## src/rtl/uart_pkg.sv

```systemverilog
// Shared UART definitions: serializer state encoding, 8N1 frame constants
// and the clocks-per-bit helper.
package uart_pkg;

   // Serializer states
   typedef enum logic [1:0] {
      ST_IDLE  = 2'd0,
      ST_START = 2'd1,
      ST_DATA  = 2'd2,
      ST_STOP  = 2'd3
   } tx_state_e;

   // 8N1 framing: start + 8 data + stop
   localparam int unsigned FRAME_BITS = 10;
   localparam int unsigned DATA_BITS  = FRAME_BITS - 2;

   // Clock cycles per serial bit (truncating division)
   function automatic int unsigned calc_div(input int unsigned clk_hz,
                                            input int unsigned baud);
      return clk_hz / baud;
   endfunction

endpackage

```

## src/rtl/cmd_uart_tx_fifo.sv

```systemverilog
// cmd_fifo: synchronous FIFO buffering command bytes ahead of the serializer.
//   clk, reset     : clock, asynchronous active-high reset
//   push, wdata    : write request and data (ignored when full)
//   pop, rdata     : read request (ignored when empty); rdata shows the head
//   full, empty    : registered status flags
//   count          : registered occupancy, one bit wider than the pointers
module cmd_fifo #(
   parameter int unsigned DEPTH = 4,
   parameter int unsigned WIDTH = 8
) (
   input  logic                       clk,
   input  logic                       reset,
   input  logic                       push,
   input  logic [WIDTH-1:0]           wdata,
   input  logic                       pop,
   output logic [WIDTH-1:0]           rdata,
   output logic                       full,
   output logic                       empty,
   output logic [$clog2(DEPTH):0]     count
);

   localparam int unsigned PTR_W = $clog2(DEPTH);
   localparam int unsigned CNT_W = PTR_W + 1;

   logic [WIDTH-1:0] mem [DEPTH];
   logic [PTR_W-1:0] wr_ptr;
   logic [PTR_W-1:0] rd_ptr;
   logic [CNT_W-1:0] count_d;
   logic             do_push;
   logic             do_pop;

   assign do_push = push & ~full;
   assign do_pop  = pop & ~empty;
   assign rdata   = mem[rd_ptr];

   // Occupancy update; simultaneous push and pop leaves it unchanged
   always_comb begin
      count_d = count;
      case ({do_push, do_pop})
         2'b10:   count_d = count + CNT_W'(1);
         2'b01:   count_d = count - CNT_W'(1);
         default: count_d = count;
      endcase
   end

   // Storage array, no reset needed
   always_ff @(posedge clk) begin
      if (do_push) mem[wr_ptr] <= wdata;
   end

   // Pointers wrap naturally since DEPTH is a power of two
   always_ff @(posedge clk or posedge reset) begin
      if (reset) begin
         wr_ptr <= '0;
         rd_ptr <= '0;
         count  <= '0;
         full   <= 1'b0;
         empty  <= 1'b1;
      end else begin
         if (do_push) wr_ptr <= wr_ptr + PTR_W'(1);
         if (do_pop)  rd_ptr <= rd_ptr + PTR_W'(1);
         count <= count_d;
         full  <= (count_d == CNT_W'(DEPTH));
         empty <= (count_d == '0);
      end
   end

endmodule

```

## src/rtl/cmd_uart_tx.sv

```systemverilog
// cmd_uart_tx: buffers controller command bytes and sends them as 8N1 UART.
//   clk, reset  : clock, asynchronous active-high reset
//   cmd_data    : command byte, cmd_valid qualifies it, cmd_ready accepts it
//   TxD         : serial line (registered, idle high)
//   busy        : frame in progress or bytes buffered
//   frame_done  : one-cycle pulse during the last cycle of each stop bit
//   fifo_count  : bytes buffered, excluding the one being shifted out
module cmd_uart_tx
   import uart_pkg::*;
#(
   parameter int unsigned CLK_HZ     = 50000000,
   parameter int unsigned BAUD       = 115200,
   parameter int unsigned FIFO_DEPTH = 4
) (
   input  logic                          clk,
   input  logic                          reset,
   input  logic [7:0]                    cmd_data,
   input  logic                          cmd_valid,
   output logic                          cmd_ready,
   output logic                          TxD,
   output logic                          busy,
   output logic                          frame_done,
   output logic [$clog2(FIFO_DEPTH):0]   fifo_count
);

   localparam int unsigned DIV   = calc_div(CLK_HZ, BAUD);
   localparam int unsigned CNT_W = (DIV > 2) ? $clog2(DIV) : 1;
   localparam int unsigned IDX_W = $clog2(DATA_BITS);

   tx_state_e        state_q, state_d;
   logic [CNT_W-1:0] cnt_q, cnt_d;
   logic [IDX_W-1:0] idx_q, idx_d;
   logic [7:0]       sh_q, sh_d;
   logic             pop;
   logic             push;
   logic             fifo_full;
   logic             fifo_empty;
   logic [7:0]       fifo_head;
   logic             txd_d;
   logic             frame_done_d;
   logic             bit_end;

   // Ready comes only from registered FIFO state, never from cmd_valid
   assign cmd_ready = ~fifo_full;
   assign push      = cmd_valid & cmd_ready;
   assign busy      = (state_q != ST_IDLE) || (fifo_count != '0);
   assign bit_end   = (cnt_q == CNT_W'(DIV - 1));

   cmd_fifo #(
      .DEPTH (FIFO_DEPTH),
      .WIDTH (8)
   ) u_fifo (
      .clk   (clk),
      .reset (reset),
      .push  (push),
      .wdata (cmd_data),
      .pop   (pop),
      .rdata (fifo_head),
      .full  (fifo_full),
      .empty (fifo_empty),
      .count (fifo_count)
   );

   // State and datapath registers; TxD and frame_done come straight from flops
   always_ff @(posedge clk or posedge reset) begin
      if (reset) begin
         state_q    <= ST_IDLE;
         cnt_q      <= '0;
         idx_q      <= '0;
         sh_q       <= '0;
         TxD        <= 1'b1;
         frame_done <= 1'b0;
      end else begin
         state_q    <= state_d;
         cnt_q      <= cnt_d;
         idx_q      <= idx_d;
         sh_q       <= sh_d;
         TxD        <= txd_d;
         frame_done <= frame_done_d;
      end
   end

   // Next-state: bit-period counter restarts on every state or bit change
   always_comb begin
      state_d = state_q;
      cnt_d   = cnt_q + CNT_W'(1);
      idx_d   = idx_q;
      sh_d    = sh_q;
      pop     = 1'b0;
      case (state_q)
         ST_IDLE: begin
            cnt_d = '0;
            if (!fifo_empty) begin
               pop     = 1'b1;
               sh_d    = fifo_head;
               state_d = ST_START;
            end
         end
         ST_START: begin
            if (bit_end) begin
               cnt_d   = '0;
               idx_d   = '0;
               state_d = ST_DATA;
            end
         end
         ST_DATA: begin
            if (bit_end) begin
               cnt_d = '0;
               if (idx_q == IDX_W'(DATA_BITS - 1)) begin
                  state_d = ST_STOP;
               end else begin
                  idx_d = idx_q + IDX_W'(1);
                  sh_d  = {1'b0, sh_q[7:1]};
               end
            end
         end
         ST_STOP: begin
            if (bit_end) begin
               cnt_d = '0;
               // Chain straight into the next start bit when more is queued
               if (!fifo_empty) begin
                  pop     = 1'b1;
                  sh_d    = fifo_head;
                  state_d = ST_START;
               end else begin
                  state_d = ST_IDLE;
               end
            end
         end
         default: begin
            cnt_d   = '0;
            state_d = ST_IDLE;
         end
      endcase
   end

   // Output decode from next state so the registered outputs line up with it
   always_comb begin
      txd_d        = 1'b1;
      frame_done_d = 1'b0;
      case (state_d)
         ST_START: txd_d = 1'b0;
         ST_DATA:  txd_d = sh_d[0];
         default:  txd_d = 1'b1;
      endcase
      frame_done_d = (state_d == ST_STOP) && (cnt_d == CNT_W'(DIV - 1));
   end

endmodule
```

## config.mk

```make
export PLATFORM = sky130hd
export DESIGN_NAME = cmd_uart_tx
export DESIGN_NICKNAME = d
export VERILOG_FILES = /design/src/rtl/uart_pkg.sv /design/src/rtl/cmd_uart_tx_fifo.sv /design/src/rtl/cmd_uart_tx.sv
export SDC_FILE = /design/constraint.sdc
export NUM_CORES = 1
export LEC_CHECK = 0
export BUFFER_PORTS_ARGS = -buffer_cell sky130_fd_sc_hd__buf_2
export CAP_MARGIN = 5
export CELL_PAD_IN_SITES_DETAIL_PLACEMENT = 2
export CELL_PAD_IN_SITES_GLOBAL_PLACEMENT = 2
export CORE_MARGIN = 10
export CORE_UTILIZATION = 38
export DETAILED_ROUTE_END_ITERATION = 7
export GPL_TIMING_DRIVEN = 0
export PLACE_DENSITY = 0.8
export SLEW_MARGIN = 25
export SYNTH_ARGS = -nofsm -noshare
export SYNTH_HDL_FRONTEND = slang
export SYNTH_SLANG_ARGS = --single-unit
```

## constraint.sdc

```tcl
create_clock -name clk -period 3.1 [get_ports clk]
set_input_delay 0.465 -clock clk [delete_from_list [all_inputs] [get_ports clk]]
set_output_delay 0.465 -clock clk [all_outputs]
set_load 0.05 [all_outputs]
```

==> metrics.md <==
| Metric | Value |
|---|---|
| Post-route DRC | 0 |
| Nets | 286 |
| Period minus WS final | 2960 ps |
| Clock latency on the worst-skew pair | 350 ps |
| Worst r2r path cells | 13 |
| Setup slack, reg-to-reg | 140 ps |
| Setup crit start kind | flip-flop |
| Pre-Repair DR Iteration Count | 4 |
| Tot GR Track Use | 13.7% |
| Ant. Diodes | 0 |
| Clock Skews | 9.11 ps |
| Outcome | finished, final reports clean |
| Final ANT Viol Nets | 0 |
| Top post-synthesis cells by area | edfxtp_1 (32%), dfrtp_1 (26%), ha_1 (6.2%) |
| Top FF cell, synth | edfxtp_1 |
| Max_slew headroom | 35.4% |
| I/O Buffers | 17 |
| Max cap viols | 0 |
| CP Class | flip-flop to flip-flop |
| Arrival time worst endpoint | 3250 ps |
| Initial Utilization | 39.1% |
| Yosys warns | 0 |
| Mean Syn Cell Area | 13.5 um2 |
| Setup TNS | 0 ps |
| Number of synthesized register bits | 65 |
| Num Clock Sinks | 65 |
| Vias in the first global route | 2254 |
| Core box area | 0.00777 mm2 |
| TritonCTS clock tree | done |
| FFs w/ async S/R, synth | 50.8% |
| Vias | 1934 |
| DRT Wirelength | 7550 um |
| Critical path endpoint category | flip-flop |
| GPL Wtd Cong | 0.753 |
| Die X | 109 um |
| DR iter-0 viols | 95 |
| Area growth syn-to-layout | 16.2% |
| Fmax | 338 MHz |
| CTS H-tree depth | 3 |
| Area of placed instances | 0.00325 mm2 |
| Wire per inst | 20.6 um |
| Worst-Margin Slew | 960 ps |
| Number of synthesized flops with an enable pin | 32 |
| Pwr Density | 913 mW/mm2 |
| Critical Path RT | 3390 ps |
| Vias per inst | 5.28 |
| Sequential-to-total area share from yosys stat | 58.9% |
| Leak | 1.41 nW |
| First-pass GRT wire length | 12500 um |
| Height of the die | 109 um |
| Pin count of the biggest net entering global routing | 34 |
| Final Slew Violations | 0 |
| TritonCTS Buffers | 9 |
| Netlist cell types | 50 |
| Total grt overflow | 0 |
| Clock Pin Slew Worst Setup and Hold Paths | 80 ps |
| Post-Layout Inst Area | 0.00353 mm2 |
| IR Drop Worst-Case VDD | 0.000486 V |
| Initial antenna violation count | 0 |
| FF-to-FF End | u_fifo.empty |
| Die area | 0.0120 mm2 |
| Max Root-Sink Buffers | 2 |
| Post-synthesis cell count | 225 |
| Leading cell types by count after synthesis | edfxtp_1 (32), dfrtp_1 (31), nor2_1 (17) |
| WHS | 225 ps |
| Reg area | 0.00179 mm2 |
| Final setup fails | 0 |
| Top cell type's share of synthesized area | 31.7% |
| CTS root buf | clkbuf_8 |
| HPWL after detailed placement | 5290 um |
| # rows | 32 |
| Syn Nets | 252 |
| Share of cells above drive strength 1 | 24.2% |
| Period utilization | 95.3% |
| Synth Cell Area | 0.00304 mm2 |
| Crit-path max FO | 7 |
| RR Startpoint | cnt_q[1] |
| Multi-input logic area | 0.00118 mm2 |
| Yosys top cell by area | edfxtp_1 |
| Hold Path Class | primary input to asynchronous set/reset pin |
| Most frequent cell after synthesis | edfxtp_1 |
| Layout fillers | 784 |
| Final Hold Viols | 0 |
| Io pins | 18 |
==> kinds of logic after synthesis <==
logic type	count (synthesis)	share of synthesized area, %
DFF	65	58.9
and+or+nand+nor	62	11.2
AOI/OAI and AO/OA	40	10.5
buffers and inverters	21	2.89
adders and majority gates	16	6.84
xor gates and xnor gates	13	3.75
muxes	8	5.94
==> power breakdown <==
part           leakage (nW)  switching [mW]  internal (mW)  total [mW]
Combinational         0.597           0.713          0.491        1.20
Sequential            0.716           0.121           1.13        1.25
Clock                 0.100           0.383          0.388       0.770
==> per-layer routing <==
layer  vias to the layer above  wire length (um)  track usage (%)
met4                         0               115             5.39
met1                      1000              3480             17.5
met3                        11               212             3.10
met5                         -                 0                0
met2                        24              3740             22.1
li1                        899                 -                -
==> what timing repair did <==
action	in CTS	in global routing
endpoints found under the setup margin	4	3
hold buffers	0	0
gates resized for setup	1	7
pin swaps	1	2
buffers inserted	1	5
hold endpoints to repair	0	0
cloned	0	0
==> state kept, by name, indices dropped and copies added (netlist names) <==
register and flops:
sh_q 8, TxD 1, u_fifo.rd_ptr 2, u_fifo.count 3, cnt_q 9, u_fifo.wr_ptr 2, u_fifo.mem 32, frame_done 1
u_fifo.empty 1, u_fifo.full 1, state_q 2, idx_q 3
==> through the flow <==
step                      setup WS [ps]  util (%)  total power [mW]  instances
after floorplan                     183         -              2.06        225
after global placement             -237      41.8              2.31        344
after detailed placement           -403      41.8              2.40        344
after CTS                          7.88      44.7              3.22        361
after global routing              -38.5      45.4              3.43        366
final                               144      45.4              3.22        366
==> layout make-up <==
class | instances | share of cell area, %
multi-input combinational | 139 | 33.4
timing repair buffer | 23 | 3.69
clock inverter | 7 | 2.41
buffer | 7 | 1.06
inverter | 14 | 1.49
clock buffer | 9 | 3.51
tap | 102 | 3.62
sequential | 65 | 50.8
==> critical path: stages (launching register included) <==
cell	delay, ps
dfrtp_1	440
inv_1	100
ha_1	180
nand3b_1	280
o41ai_4	320
and2b_2	230
ha_2	190
inv_1	60
fa_1	370
xor2_1	160
nor2_1	120
xor2_1	240
buf_4	160
nor2_1	40
==> cell usage in the layout (no fill, tap or decap), types with 7 or more instances in the layout <==
cell type   n
edfxtp_1   32
dfrtp_1    29
nor2_1     17
buf_2      17
inv_1      13
ha_1       13
clkbuf_8    9
nand2_1     8
mux4_2      8
xnor2_1     7
o2bb2ai_1   7
==> how the worst max path moves through the flow <==
| stage | start | to | depth (start not counted) | slack, ps |
|---|---|---|---|---|
| final | cnt_q[1] | u_fifo.empty | 13 | 140 |
| after global routing | cnt_q[1] | u_fifo.full | 12 | -40 |
| after CTS | cnt_q[3] | u_fifo.full | 11 | 8 |
| after detailed placement | cnt_q[3] | u_fifo.full | 11 | -400 |
| after global placement | cnt_q[3] | u_fifo.full | 10 | -240 |
| after floorplan | cnt_q[6] | u_fifo.full | 11 | 180 |
Power figures use the tool's default switching activity.
